--- src/rtl/mc_ctrl_pkg.sv ---
// Shared encodings for the multicycle ARM-subset controller: FSM states,
// ALU control codes, instruction field codes and the condition evaluator.
package mc_ctrl_pkg;

  typedef enum logic [3:0] {
    S_FETCH    = 4'd0,
    S_DECODE   = 4'd1,
    S_MEMADR   = 4'd2,
    S_MEMREAD  = 4'd3,
    S_MEMWB    = 4'd4,
    S_MEMWRITE = 4'd5,
    S_EXECUTER = 4'd6,
    S_EXECUTEI = 4'd7,
    S_ALUWB    = 4'd8,
    S_BRANCH   = 4'd9
  } state_e;

  localparam logic [1:0] ALU_ADD = 2'b00;
  localparam logic [1:0] ALU_SUB = 2'b01;
  localparam logic [1:0] ALU_AND = 2'b10;
  localparam logic [1:0] ALU_ORR = 2'b11;

  localparam logic [3:0] CMD_AND = 4'b0000;
  localparam logic [3:0] CMD_SUB = 4'b0010;
  localparam logic [3:0] CMD_ADD = 4'b0100;
  localparam logic [3:0] CMD_CMP = 4'b1010;
  localparam logic [3:0] CMD_ORR = 4'b1100;

  localparam logic [1:0] OP_DP  = 2'b00;
  localparam logic [1:0] OP_MEM = 2'b01;
  localparam logic [1:0] OP_BR  = 2'b10;
  localparam logic [1:0] OP_NOP = 2'b11;

  localparam logic [3:0] COND_EQ = 4'h0, COND_NE = 4'h1, COND_CS = 4'h2, COND_CC = 4'h3;
  localparam logic [3:0] COND_MI = 4'h4, COND_PL = 4'h5, COND_VS = 4'h6, COND_VC = 4'h7;
  localparam logic [3:0] COND_HI = 4'h8, COND_LS = 4'h9, COND_GE = 4'hA, COND_LT = 4'hB;
  localparam logic [3:0] COND_GT = 4'hC, COND_LE = 4'hD, COND_AL = 4'hE, COND_NV = 4'hF;

  // nzcv packed as {N,Z,C,V}
  function automatic logic cond_eval(input logic [3:0] cond, input logic [3:0] nzcv);
    logic n, z, c, v;
    {n, z, c, v} = nzcv;
    case (cond)
      COND_EQ: cond_eval = z;
      COND_NE: cond_eval = ~z;
      COND_CS: cond_eval = c;
      COND_CC: cond_eval = ~c;
      COND_MI: cond_eval = n;
      COND_PL: cond_eval = ~n;
      COND_VS: cond_eval = v;
      COND_VC: cond_eval = ~v;
      COND_HI: cond_eval = c & ~z;
      COND_LS: cond_eval = ~c | z;
      COND_GE: cond_eval = ~(n ^ v);
      COND_LT: cond_eval = n ^ v;
      COND_GT: cond_eval = ~z & ~(n ^ v);
      COND_LE: cond_eval = z | (n ^ v);
      COND_AL: cond_eval = 1'b1;
      default: cond_eval = 1'b0;
    endcase
  endfunction

endpackage

--- src/rtl/mc_cond_logic.sv ---
// Condition unit: NZCV flag register, per-instruction condition latch and
// gated flag update from the ALU.
module mc_cond_logic
  import mc_ctrl_pkg::*;
(
  input  logic       clk,
  input  logic       reset,
  input  logic [3:0] cond,
  input  logic [3:0] alu_flags,
  input  logic [1:0] flag_w,
  input  logic       cex_load,
  output logic       cex,
  output logic [3:0] flags
);

  logic [3:0] flags_q, flags_d;
  logic       cex_q, cex_d;

  always_comb begin
    flags_d = flags_q;
    if (cex_q && flag_w[1]) flags_d[3:2] = alu_flags[3:2];
    if (cex_q && flag_w[0]) flags_d[1:0] = alu_flags[1:0];
    // condition is frozen at DECODE so later states of the instruction agree
    cex_d = cex_load ? cond_eval(cond, flags_q) : cex_q;
  end

  always_ff @(posedge clk) begin
    if (reset) begin
      flags_q <= '0;
      cex_q   <= 1'b0;
    end else begin
      flags_q <= flags_d;
      cex_q   <= cex_d;
    end
  end

  assign cex   = cex_q;
  assign flags = flags_q;

endmodule

--- src/rtl/mc_controller_ws.sv ---
// Multicycle ARM-subset controller: main FSM with memory wait states, ALU
// decoder and conditional write gating for the datapath.
module mc_controller_ws
  import mc_ctrl_pkg::*;
#(
  parameter int MEM_LAT = 0,
  parameter bit BL_EN   = 1'b1
) (
  input  logic         clk,
  input  logic         reset,
  input  logic [31:12] Instr,
  input  logic [3:0]   ALUFlags,
  output logic         PCWrite,
  output logic         MemWrite,
  output logic         RegWrite,
  output logic         IRWrite,
  output logic         AdrSrc,
  output logic         LinkWrite,
  output logic [1:0]   RegSrc,
  output logic [1:0]   ALUSrcA,
  output logic [1:0]   ALUSrcB,
  output logic [1:0]   ResultSrc,
  output logic [1:0]   ImmSrc,
  output logic [1:0]   ALUControl,
  output logic [3:0]   State
);

  localparam int WW = (MEM_LAT < 1) ? 1 : $clog2(MEM_LAT + 1);

  state_e          state_q, state_d, dec_st;
  logic [WW-1:0]   wcnt_q, wcnt_d;
  logic            mem_st, acc_done;
  logic            next_pc, irw, memw, regw, branch, link, alu_op, no_write;
  logic [1:0]      flag_w;
  logic            cex;
  logic [3:0]      flags;

  wire [1:0] op  = Instr[27:26];
  wire       imm = Instr[25];
  wire [3:0] cmd = Instr[24:21];
  wire       s_l = Instr[20];

  assign mem_st   = (state_q == S_FETCH) || (state_q == S_MEMREAD) || (state_q == S_MEMWRITE);
  assign acc_done = !mem_st || (wcnt_q == WW'(MEM_LAT));

  always_comb begin
    wcnt_d  = acc_done ? '0 : wcnt_q + WW'(1);
    state_d = state_q;
    case (state_q)
      S_FETCH:    if (acc_done) state_d = S_DECODE;
      S_DECODE:
        case (op)
          OP_MEM:  state_d = S_MEMADR;
          OP_DP:   state_d = imm ? S_EXECUTEI : S_EXECUTER;
          OP_BR:   state_d = S_BRANCH;
          default: state_d = S_FETCH;
        endcase
      S_MEMADR:   state_d = s_l ? S_MEMREAD : S_MEMWRITE;
      S_MEMREAD:  if (acc_done) state_d = S_MEMWB;
      S_MEMWRITE: if (acc_done) state_d = S_FETCH;
      S_EXECUTER, S_EXECUTEI: state_d = S_ALUWB;
      default:    state_d = S_FETCH;
    endcase
  end

  always_ff @(posedge clk) begin
    if (reset) begin
      state_q <= S_FETCH;
      wcnt_q  <= '0;
    end else begin
      state_q <= state_d;
      wcnt_q  <= wcnt_d;
    end
  end

  // while in reset the muxes present FETCH settings
  assign dec_st = reset ? S_FETCH : state_q;

  always_comb begin
    next_pc = 1'b0; irw = 1'b0; memw = 1'b0; regw = 1'b0;
    branch = 1'b0; link = 1'b0; alu_op = 1'b0;
    AdrSrc = 1'b0; ALUSrcA = 2'b00; ALUSrcB = 2'b00; ResultSrc = 2'b00;
    case (dec_st)
      S_FETCH: begin
        ALUSrcA = 2'b01; ALUSrcB = 2'b10; ResultSrc = 2'b10;
        irw = acc_done; next_pc = acc_done;
      end
      S_DECODE:   begin ALUSrcA = 2'b01; ALUSrcB = 2'b10; ResultSrc = 2'b10; end
      S_MEMADR:   ALUSrcB = 2'b01;
      S_MEMREAD:  AdrSrc = 1'b1;
      S_MEMWRITE: begin AdrSrc = 1'b1; memw = 1'b1; end
      S_MEMWB:    begin ResultSrc = 2'b01; regw = 1'b1; end
      S_EXECUTER: alu_op = 1'b1;
      S_EXECUTEI: begin alu_op = 1'b1; ALUSrcB = 2'b01; end
      S_ALUWB:    regw = 1'b1;
      S_BRANCH: begin
        ALUSrcA = 2'b10; ALUSrcB = 2'b01; ResultSrc = 2'b10; branch = 1'b1;
        if (BL_EN && cmd[3]) begin regw = 1'b1; link = 1'b1; end
      end
      default: ;
    endcase
  end

  always_comb begin
    ALUControl = ALU_ADD;
    flag_w     = 2'b00;
    if (alu_op) begin
      case (cmd)
        CMD_ADD:          ALUControl = ALU_ADD;
        CMD_SUB, CMD_CMP: ALUControl = ALU_SUB;
        CMD_AND:          ALUControl = ALU_AND;
        CMD_ORR:          ALUControl = ALU_ORR;
        default:          ALUControl = ALU_ADD;
      endcase
      flag_w[1] = s_l;
      flag_w[0] = s_l && (cmd == CMD_ADD || cmd == CMD_SUB || cmd == CMD_CMP);
    end
  end

  // CMP never writes its destination, whichever state asks for a write
  assign no_write = (op == OP_DP) && (cmd == CMD_CMP);

  mc_cond_logic u_cond (
    .clk       (clk),
    .reset     (reset),
    .cond      (Instr[31:28]),
    .alu_flags (ALUFlags),
    .flag_w    (flag_w),
    .cex_load  (state_q == S_DECODE),
    .cex       (cex),
    .flags     (flags)
  );

  assign PCWrite   = !reset && (next_pc || (branch && cex));
  assign RegWrite  = !reset && regw && cex && !no_write;
  assign MemWrite  = !reset && memw && cex;
  assign IRWrite   = !reset && irw;
  assign LinkWrite = !reset && link;
  assign ImmSrc    = op;
  assign RegSrc    = {(op == OP_MEM) && !s_l, op == OP_BR};
  assign State     = state_q;

endmodule
--- config.mk ---
export PLATFORM = sky130hd
export DESIGN_NAME = mc_controller_ws
export DESIGN_NICKNAME = d
export VERILOG_FILES = /design/src/rtl/mc_ctrl_pkg.sv /design/src/rtl/mc_cond_logic.sv /design/src/rtl/mc_controller_ws.sv
export SDC_FILE = /design/constraint.sdc
export NUM_CORES = 1
export LEC_CHECK = 0
export CELL_PAD_IN_SITES_DETAIL_PLACEMENT = 1
export CELL_PAD_IN_SITES_GLOBAL_PLACEMENT = 2
export CORE_MARGIN = 2
export CORE_UTILIZATION = 20
export DETAILED_ROUTE_END_ITERATION = 12
export GPL_ROUTABILITY_DRIVEN = 0
export GPL_TIMING_DRIVEN = 1
export PLACE_DENSITY = 0.84
export RECOVER_POWER = 25
export SLEW_MARGIN = 10
export SYNTH_ARGS = -nofsm -noshare
export SYNTH_HDL_FRONTEND = slang
export SYNTH_HIERARCHICAL = 1
export SYNTH_SLANG_ARGS = --single-unit
--- constraint.sdc ---
create_clock -name clk -period 1.35 [get_ports clk]
set_input_delay 0.27 -clock clk [delete_from_list [all_inputs] [get_ports clk]]
set_output_delay 0.27 -clock clk [all_outputs]
set_load 0.02 [all_outputs]
==> results.json <==
{
  "floorplan.core_area_um2": 5075,
  "nature_of_the_critical_path_endpoint": "output pin",
  "via_per_inst": 4.618,
  "cts_max_path_buffers": 2,
  "postCtsHoldBufs": 0,
  "routed-wl-met2_um": 2246,
  "buffer_ports.inserted": 39,
  "synthesis.area_per_instance_um2": 7.808,
  "highest_signal_layer_in_the_routed_design": "met4",
  "area_growth_pct": 98.55,
  "cts_buffers": 3,
  "p_leak_nw": 0.8923,
  "run_status": "finished with violations",
  "final.setup_skew_ns": 0.003733,
  "critical_path.max_stage_delay_ns": 0.50,
  "yosys_register_bits": 10,
  "violated_checks": "negative setup slack",
  "clkSlewWorstSetupHoldPaths_ns": 0.05,
  "ys_async_sr_fraction_pct": 0,
  "clock_tree.htree_level_count": 1,
  "report.power.total_mw": 1.211,
  "report.final.setup_viol": 18,
  "period_needed_ns": 1.777,
  "fp.dieH_um": 76.06,
  "row_count": 26,
  "tritoncts": "done",
  "fin_worst_setup_slack_ns": -0.4274,
  "grt_start_max_net_pins": 10,
  "wl_met3_um": 151,
  "finalHoldViolCount": 0,
  "crit_path_top_delay_cell": "sky130_fd_sc_hd__or4b_4",
  "grt_util_all_layers_pct": 15.07,
  "maxSlewViolCount": 0,
  "number_of_global_route_vias_before_repair": 1448,
  "wire_per_inst_um": 15.36,
  "detail_route.drc_violations": 0,
  "largest_delay_contributor_family_on_the_critical_path": "simple AND/OR/NAND/NOR gates",
  "rsz0062_at_grt": "true",
  "hold-path-cell-count": 2,
  "timing_worst_setup_path_type": "reg -> out",
  "finalNonFillerCells": 285,
  "startpoint_type": "flop",
  "irDropWorstVdd_v": 0.0002411,
  "layout_worst_path_cycle_share_pct": 131.7,
  "floorplan.initialDensity_pct": 20.46,
  "reg2reg_slack_ns": -0.29,
  "drtAntennaViolNets": 0,
  "overflow": 0,
  "most_used_cells_in_the_layout_excluding_fill_and_tap_cells": "43 x sky130_fd_sc_hd__buf_4, 21 x sky130_fd_sc_hd__buf_6, 10 x sky130_fd_sc_hd__clkdlybuf4s50_1, 8 x sky130_fd_sc_hd__nand2_1, 7 x sky130_fd_sc_hd__nor2_1",
  "crit_cells": 4,
  "synth_ff_type": "sky130_fd_sc_hd__dfxtp_1",
  "initialDrtViolationCount": 53,
  "critPathArrivalTime_ns": 1.51,
  "cts-root-buf": "sky130_fd_sc_hd__clkbuf_8",
  "timing.critical_path.cells": "buf_4 -> or4b_4 -> a21oi_4 -> buf_6",
  "routed-via-count": 1316,
  "drive_gt1_share_pct": 55.81,
  "wl_met1_um": 1859,
  "yosysWarnings": 6,
  "chipWidth_um": 76.06,
  "number_of_antenna_violations_at_the_first_check_in_global_routing": 0,
  "yosysUniqueCellTypes": 52,
  "dp.final_hpwl_um": 2971,
  "hold_class": "reg -> reg",
  "mappedNetlistArea_um2": 1038,
  "synth.net_count": 159,
  "reg2regPathDepth": 7,
  "critPathRequiredTime_ns": 1.08,
  "insertion_delay_ns": 0.25,
  "fp.dieArea_um2": 5785,
  "num-fill-cells": 612,
  "ys_seq_area_share_pct": 19.28,
  "layout_commonest_cell": "sky130_fd_sc_hd__buf_4",
  "io_pins": 48,
  "synth_enable_flop_cells": 0,
  "clock_sink_count": 10,
  "timing.hold.ws_ns": 0.4854,
  "number_of_max_cap_violations": 0,
  "cp.buffers_inverters": 2,
  "critPathMaxFanout": 5,
  "syn_inst": 133,
  "insertedDiodeCount": 0,
  "wl_um": 4379,
  "power_density_nw_per_um2": 587.3,
  "grt_first_pass_wirelength_um": 7038,
  "achievable_frequency_ghz": 0.5626,
  "num-nets-final": 242,
  "drt-pass1-iter-count": 4,
  "number_of_placed_instances_taps_included": 270
}
==> sequential cells by signal, indices dropped and copies added (netlist names) <==
register / flops
wcnt_q: 1
u_cond/flags: 4
State: 4
u_cond/cex: 1
==> synthesized netlist by cell type (2+ instances only) <==
| cell | count | area [µm²] |
|---|---|---|
| sky130_fd_sc_hd__a21boi_0 | 2 | 15.01 |
| sky130_fd_sc_hd__a21oi_1 | 7 | 35.03 |
| sky130_fd_sc_hd__nand2_1 | 10 | 37.54 |
| sky130_fd_sc_hd__nor4_1 | 2 | 12.51 |
| sky130_fd_sc_hd__xnor2_1 | 3 | 26.28 |
| sky130_fd_sc_hd__nand3b_1 | 5 | 37.54 |
| sky130_fd_sc_hd__nor3b_1 | 2 | 15.01 |
| sky130_fd_sc_hd__o2bb2ai_1 | 2 | 17.52 |
| sky130_fd_sc_hd__dfxtp_1 | 10 | 200.2 |
| sky130_fd_sc_hd__xor2_1 | 2 | 17.52 |
| sky130_fd_sc_hd__nor3_1 | 5 | 25.02 |
| sky130_fd_sc_hd__and2_1 | 3 | 18.77 |
| sky130_fd_sc_hd__or3b_1 | 2 | 17.52 |
| sky130_fd_sc_hd__inv_1 | 5 | 18.77 |
| sky130_fd_sc_hd__buf_6 | 3 | 33.78 |
| sky130_fd_sc_hd__buf_2 | 2 | 10.01 |
| sky130_fd_sc_hd__buf_4 | 5 | 37.54 |
| sky130_fd_sc_hd__nand2b_1 | 4 | 25.02 |
| sky130_fd_sc_hd__a21o_1 | 2 | 15.01 |
| sky130_fd_sc_hd__o21ai_0 | 4 | 20.02 |
| sky130_fd_sc_hd__nor2_1 | 10 | 37.54 |
| sky130_fd_sc_hd__nor2b_1 | 4 | 25.02 |
| sky130_fd_sc_hd__nand3_1 | 6 | 30.03 |
| sky130_fd_sc_hd__a32o_1 | 2 | 20.02 |
| sky130_fd_sc_hd__mux2i_1 | 3 | 30.03 |
| sky130_fd_sc_hd__or2_2 | 2 | 12.51 |
==> power by group <==
group | leakage, nW | internal, mW | switching, mW
registers | 0.0840 | 0.304 | 0.0156
clock network | 0.0288 | 0.258 | 0.141
logic | 0.780 | 0.258 | 0.234
total | 0.892 | 0.820 | 0.391
==> cell families (layout without fill, tap and decap cells) <==
kind of cell / count (synthesis) / count (layout) / synth area share (%)
AO/OA/AOI/OAI: 30 / 30 / 21.45
XOR/XNOR: 5 / 5 / 4.218
buffers and inverters: 18 / 100 / 13.37
flip-flops: 10 / 10 / 19.28
multiplexers: 3 / 3 / 2.892
other: 1 / 1 / 0.3611
AND/OR/NAND/NOR: 66 / 66 / 38.43
==> worst reg2reg max path: stages (launching register included) <==
cell and delay [ns]:
sky130_fd_sc_hd__dfxtp_4 0.37, sky130_fd_sc_hd__or4_4 0.53, sky130_fd_sc_hd__buf_4 0.16, sky130_fd_sc_hd__a211oi_2 0.13
sky130_fd_sc_hd__buf_4 0.15, sky130_fd_sc_hd__nand2_1 0.06, sky130_fd_sc_hd__nand2_1 0.07, sky130_fd_sc_hd__a21oi_1 0.06
==> per-layer routing <==
metal / up-vias / track usage, %
met5: - / 0
met4: 0 / 7.091
met3: 9 / 1.896
met2: 33 / 26.70
met1: 627 / 18.06
li1: 647 / -
==> through the flow <==
stage	cell area (µm²)	worst slack, ns	setup TNS, ns	util, %
2_1_floorplan	1112	-0.2376	-1.643	-
3_3_place_gp	1770	-1.096	-17.27	34.89
3_5_place_dp	1770	-1.103	-17.46	34.89
4_1_cts	1952	-0.5063	-6.281	38.46
5_1_grt	2062	-0.4591	-6.333	40.63
6_report	2062	-0.4274	-5.440	40.63
==> final timing paths <==
kind | start | endpoint
min reg2reg | u_cond/flags[1] | u_cond/flags[1]
max | State[2] | ALUSrcB[0]
max reg2reg | State[3] | u_cond/flags[0]
min | u_cond/flags[1] | u_cond/flags[1]
==> area by class of cell <==
class / count / area, µm² / share of cell area (%)
tap: 70 / 87.58 / 4.248
multi-input combinational: 105 / 889.6 / 43.14
timing repair buffer: 91 / 798.3 / 38.71
sequential: 10 / 212.7 / 10.32
inverter: 5 / 18.77 / 0.9102
clock buffer: 4 / 55.05 / 2.670
==> timing repair <==
action,in CTS,in global routing
pin swaps,13,16
endpoints found under the setup margin,29,24
resized for setup,124,32
setup buffers,11,3
No activity file was read; power rests on OpenSTA's default activity.
